==> src/rtl/decode_3to8.sv <==
// Registered binary-to-one-hot decoder with enable and valid qualifier.
// Optional macro DEC_INREG_EN adds an input register stage (latency 1 -> 2 clocks).
module decode_3to8 #(
    parameter int IN_W        = 3,
    parameter bit OUT_ACT_LOW = 1'b0
) (
    input  logic                 clk,
    input  logic                 rst_n,
    input  logic                 en,
    input  logic [IN_W-1:0]      In,
    output logic [(2**IN_W)-1:0] Out,
    output logic                 valid
);

    localparam int               OUT_W = 2**IN_W;
    localparam logic [OUT_W-1:0] IDLE  = {OUT_W{OUT_ACT_LOW}};

    logic [IN_W-1:0]  code;
    logic             dec_en;
    logic [OUT_W-1:0] onehot;
    logic [OUT_W-1:0] out_d, out_q;
    logic             valid_d, valid_q;

`ifdef DEC_INREG_EN
    logic [IN_W-1:0] code_q;
    logic            en_d, en_q;

    always_comb begin
        en_d = en;
    end

    // NOTE: the code register carries no reset; en_q is reset and fully gates its use,
    // so stale or unknown codes never reach Out.
    always_ff @(posedge clk) begin
        code_q <= In;
    end

    always_ff @(posedge clk) begin
        if (!rst_n) begin
            en_q <= 1'b0;
        end else begin
            en_q <= en_d;
        end
    end

    assign code   = code_q;
    assign dec_en = en_q;
`else
    assign code   = In;
    assign dec_en = en;
`endif

    // NOTE: every always_comb output gets a default first so no latch is inferred.
    always_comb begin
        onehot  = '0;
        out_d   = IDLE;
        valid_d = 1'b0;
        if (dec_en) begin
            onehot[code] = 1'b1;
            out_d        = OUT_ACT_LOW ? ~onehot : onehot;
            valid_d      = 1'b1;
        end
    end

    // NOTE: sequential state uses non-blocking assignments; reset is synchronous.
    always_ff @(posedge clk) begin
        if (!rst_n) begin
            out_q   <= IDLE;
            valid_q <= 1'b0;
        end else begin
            out_q   <= out_d;
            valid_q <= valid_d;
        end
    end

    assign Out   = out_q;
    assign valid = valid_q;

endmodule

==> config.mk <==
export PLATFORM = sky130hd
export DESIGN_NAME = decode_3to8
export DESIGN_NICKNAME = d
export VERILOG_FILES = /design/src/rtl/decode_3to8.sv
export SDC_FILE = /design/constraint.sdc
export NUM_CORES = 1
export LEC_CHECK = 0
export ABC_AREA = 1
export CAP_MARGIN = 10
export CORE_AREA = 4 4 41 43
export CTS_BUF_LIST = sky130_fd_sc_hd__clkbuf_16
export DETAILED_ROUTE_END_ITERATION = 10
export DIE_AREA = 0 0 45 47
export SLEW_MARGIN = 10
export SYNTH_ARGS = -nofsm -noshare
export SYNTH_HDL_FRONTEND = slang
export SYNTH_SLANG_ARGS = --single-unit
==> constraint.sdc <==
create_clock -name clk -period 0.8 [get_ports clk]
set_clock_uncertainty 0.2 [all_clocks]
set_input_delay 0.16 -clock clk [delete_from_list [all_inputs] [get_ports clk]]
set_output_delay 0.16 -clock clk [all_outputs]
set_load 0.02 [all_outputs]
==> impl_metrics.yaml <==
synth:
  synthTopCellsByCount: "dfxtp_1, nor2_1, nand2_1, inv_1, nand3_1"
  synth_cells: 28
  synth-seq-cells: 9
  yosysSeqAreaShare: 0.709
  synth_area_um2: 254
  syn_area_per_cell_um2: 9.07
  async_reset_ff_frac: 0
  synth_edf_count: 0
  synth_cell_types: 5
  synthTopCellsByArea: "dfxtp_1, nor2_1, nand2_1"
  yosys.cell_count.top_type: "dfxtp_1"
  synth_nets: 34
  yosys.area.top_type: "dfxtp_1"
  synth_flop_cell: "dfxtp_1"
  yosys_warnings: 0
  yosysTopAreaCellShare: 0.709
timing:
  slew_viol_final: 0
  rsz0062_at_grt: "yes"
  setup_viol: 9
  fin_hold_ws_ps: 97.8
  final-hold-violation-count: 0
  fmax_mhz: 977
  maxSlewHeadroom: 0.891
  fin_crit_ps: 1020
  final.setup.worst_slack_ps: -224
  tightest_slew_ps: 163
  period_share: 1.28
  fin_tns_setup_ps: -1970
power:
  power_density_mw_per_mm2: 2740
  power.leakage_nw: 0.249
  p_total_mw: 1.41
  peakVddDrop_uv: 996
outcome:
  status: "finished with violations"
  violations: "setup timing"
floorplan:
  ios: 15
  rows: 13
  die_x_um: 45
  die_y_um: 47
  start_util: 0.195
  core_area_mm2: 0.00130
  die_area_mm2: 0.00212
clock_network:
  cts_tree: "built"
  max-clock-path-buffers: 2
  ctsRootBufferMaster: "clkbuf_16"
  cts_max_level: 1
  ctsHoldBuffers: 0
  numCtsBuffers: 3
  clk_pin_slew_ps: 40
  cts_setup_buffers: 0
  cts.sinks: 9
run:
  max_cap_viol_count: 0
critical_path:
  critPathTopFamily: "flip-flops"
  cp_slowest_stage_delay_ps: 310
  crit_buf_inv: 1
  cp_max_fo: 1
  start_kind: "flip-flop"
  crit_arrival_ps: 660
  required_ps: 440
  critPathSlowestCell: "dfxtp_2"
  path_cells: "buf_6"
  crit_start: "Out[1]"
  setup.worst_path.end_class: "output pin"
  critPathCapture: "Out[1]"
  criticalPathCategory: "reg2out"
  path_depth: 1
drt:
  totalWireLength_um: 491
  dr.pass1.iters: 2
  drt_first_iter_violations: 2
  drtAntennaViolNets: 0
  post_drt_wl_per_cell_um: 8.05
  vias: 222
  drc: 0
  viasPerCell: 3.64
cells_and_area:
  fin_util: 0.395
  design_area_um2: 514
  drive_gt1_frac: 0.500
  num-nets-final: 53
  diodes: 0
  n_fill_cell: 144
  syn2layout_area_growth_pct: 102
place:
  place_hpwl_um: 373
  routabilityCongestion: 0.731
  post_dp_cell_area_um2: 413
  io_buffers: 14
grt:
  antenna_found_initial: 0
  grt_usage: 0.0541
  grt_pass1_vias: 177
  grt_pass1_wl_um: 696
  grt_max_degree: 7
  gr-total-overflow: 0
hold_path:
  min_path_cells: 3
  hold_class: "in2reg"
## flip-flops by register name, indices dropped and copies added (netlist names)
register  flops
Out           8
valid         1
## stage by stage
step / std cells / setup slack (ps)
3_3_place_gp: 57 / -448
6_report: 61 / -224
3_5_place_dp: 57 / -449
2_1_floorplan: 28 / 44.9
5_1_grt: 61 / -237
4_1_cts: 61 / -227
## final cells by class
| type | instances | area (um2) | share of cell area |
|---|---|---|---|
| clock buffers | 3 | 75.1 | 0.146 |
| clock inverters | 1 | 5.00 | 0.00973 |
| inverters | 4 | 15.0 | 0.0292 |
| multi-input cells | 15 | 63.8 | 0.124 |
| flip-flops and latches | 9 | 191 | 0.372 |
| well taps | 15 | 18.8 | 0.0365 |
| repair buffers | 14 | 145 | 0.282 |
## cell families (layout without fill, tap and decap cells)
| group | count (synthesis) | after routing | share of synthesized area |
|---|---|---|---|
| buffers and inverters | 4 | 22 | 0.0591 |
| AND/OR/NAND/NOR | 15 | 15 | 0.232 |
| flip-flops | 9 | 9 | 0.709 |
## layout by cell type, fill, tap and decap left out
cell           n
inv_1          4
dfxtp_2        9
buf_6          9
clkbuf_16      3
nand3_1        1
nand2_1        5
dlygate4sd2_1  5
clkinv_2       1
nand3_2        1
nor2_1         8
## where the power goes
group	internal (mW)	switching, mW
clock	0.658	0.211
sequential	0.462	0.00387
combinational	0.0366	0.0388
total	1.16	0.254
## worst min-delay path by stage
stage | start | to | slack (ps)
5_1_grt | en | valid | 100
3_5_place_dp | en | valid | 550
4_1_cts | en | valid | 100
2_1_floorplan | en | valid | 50
6_report | en | valid | 100
3_3_place_gp | en | valid | 540
## metal layers
metal  part of all wire  track usage  up-vias
met2               0.40       0.0706       13
met1               0.40       0.0509       90
li1                   -            -      117
met5                  0            0        -
met4              0.041       0.0702        0
met3               0.15       0.0345        2
## what timing repair did
action                     4_1_cts  5_1_grt
setup endpoints to repair       17        9
gates resized for setup         69        0
pin swaps                        1        0
Note: power is estimated with default switching activity, not from simulation.
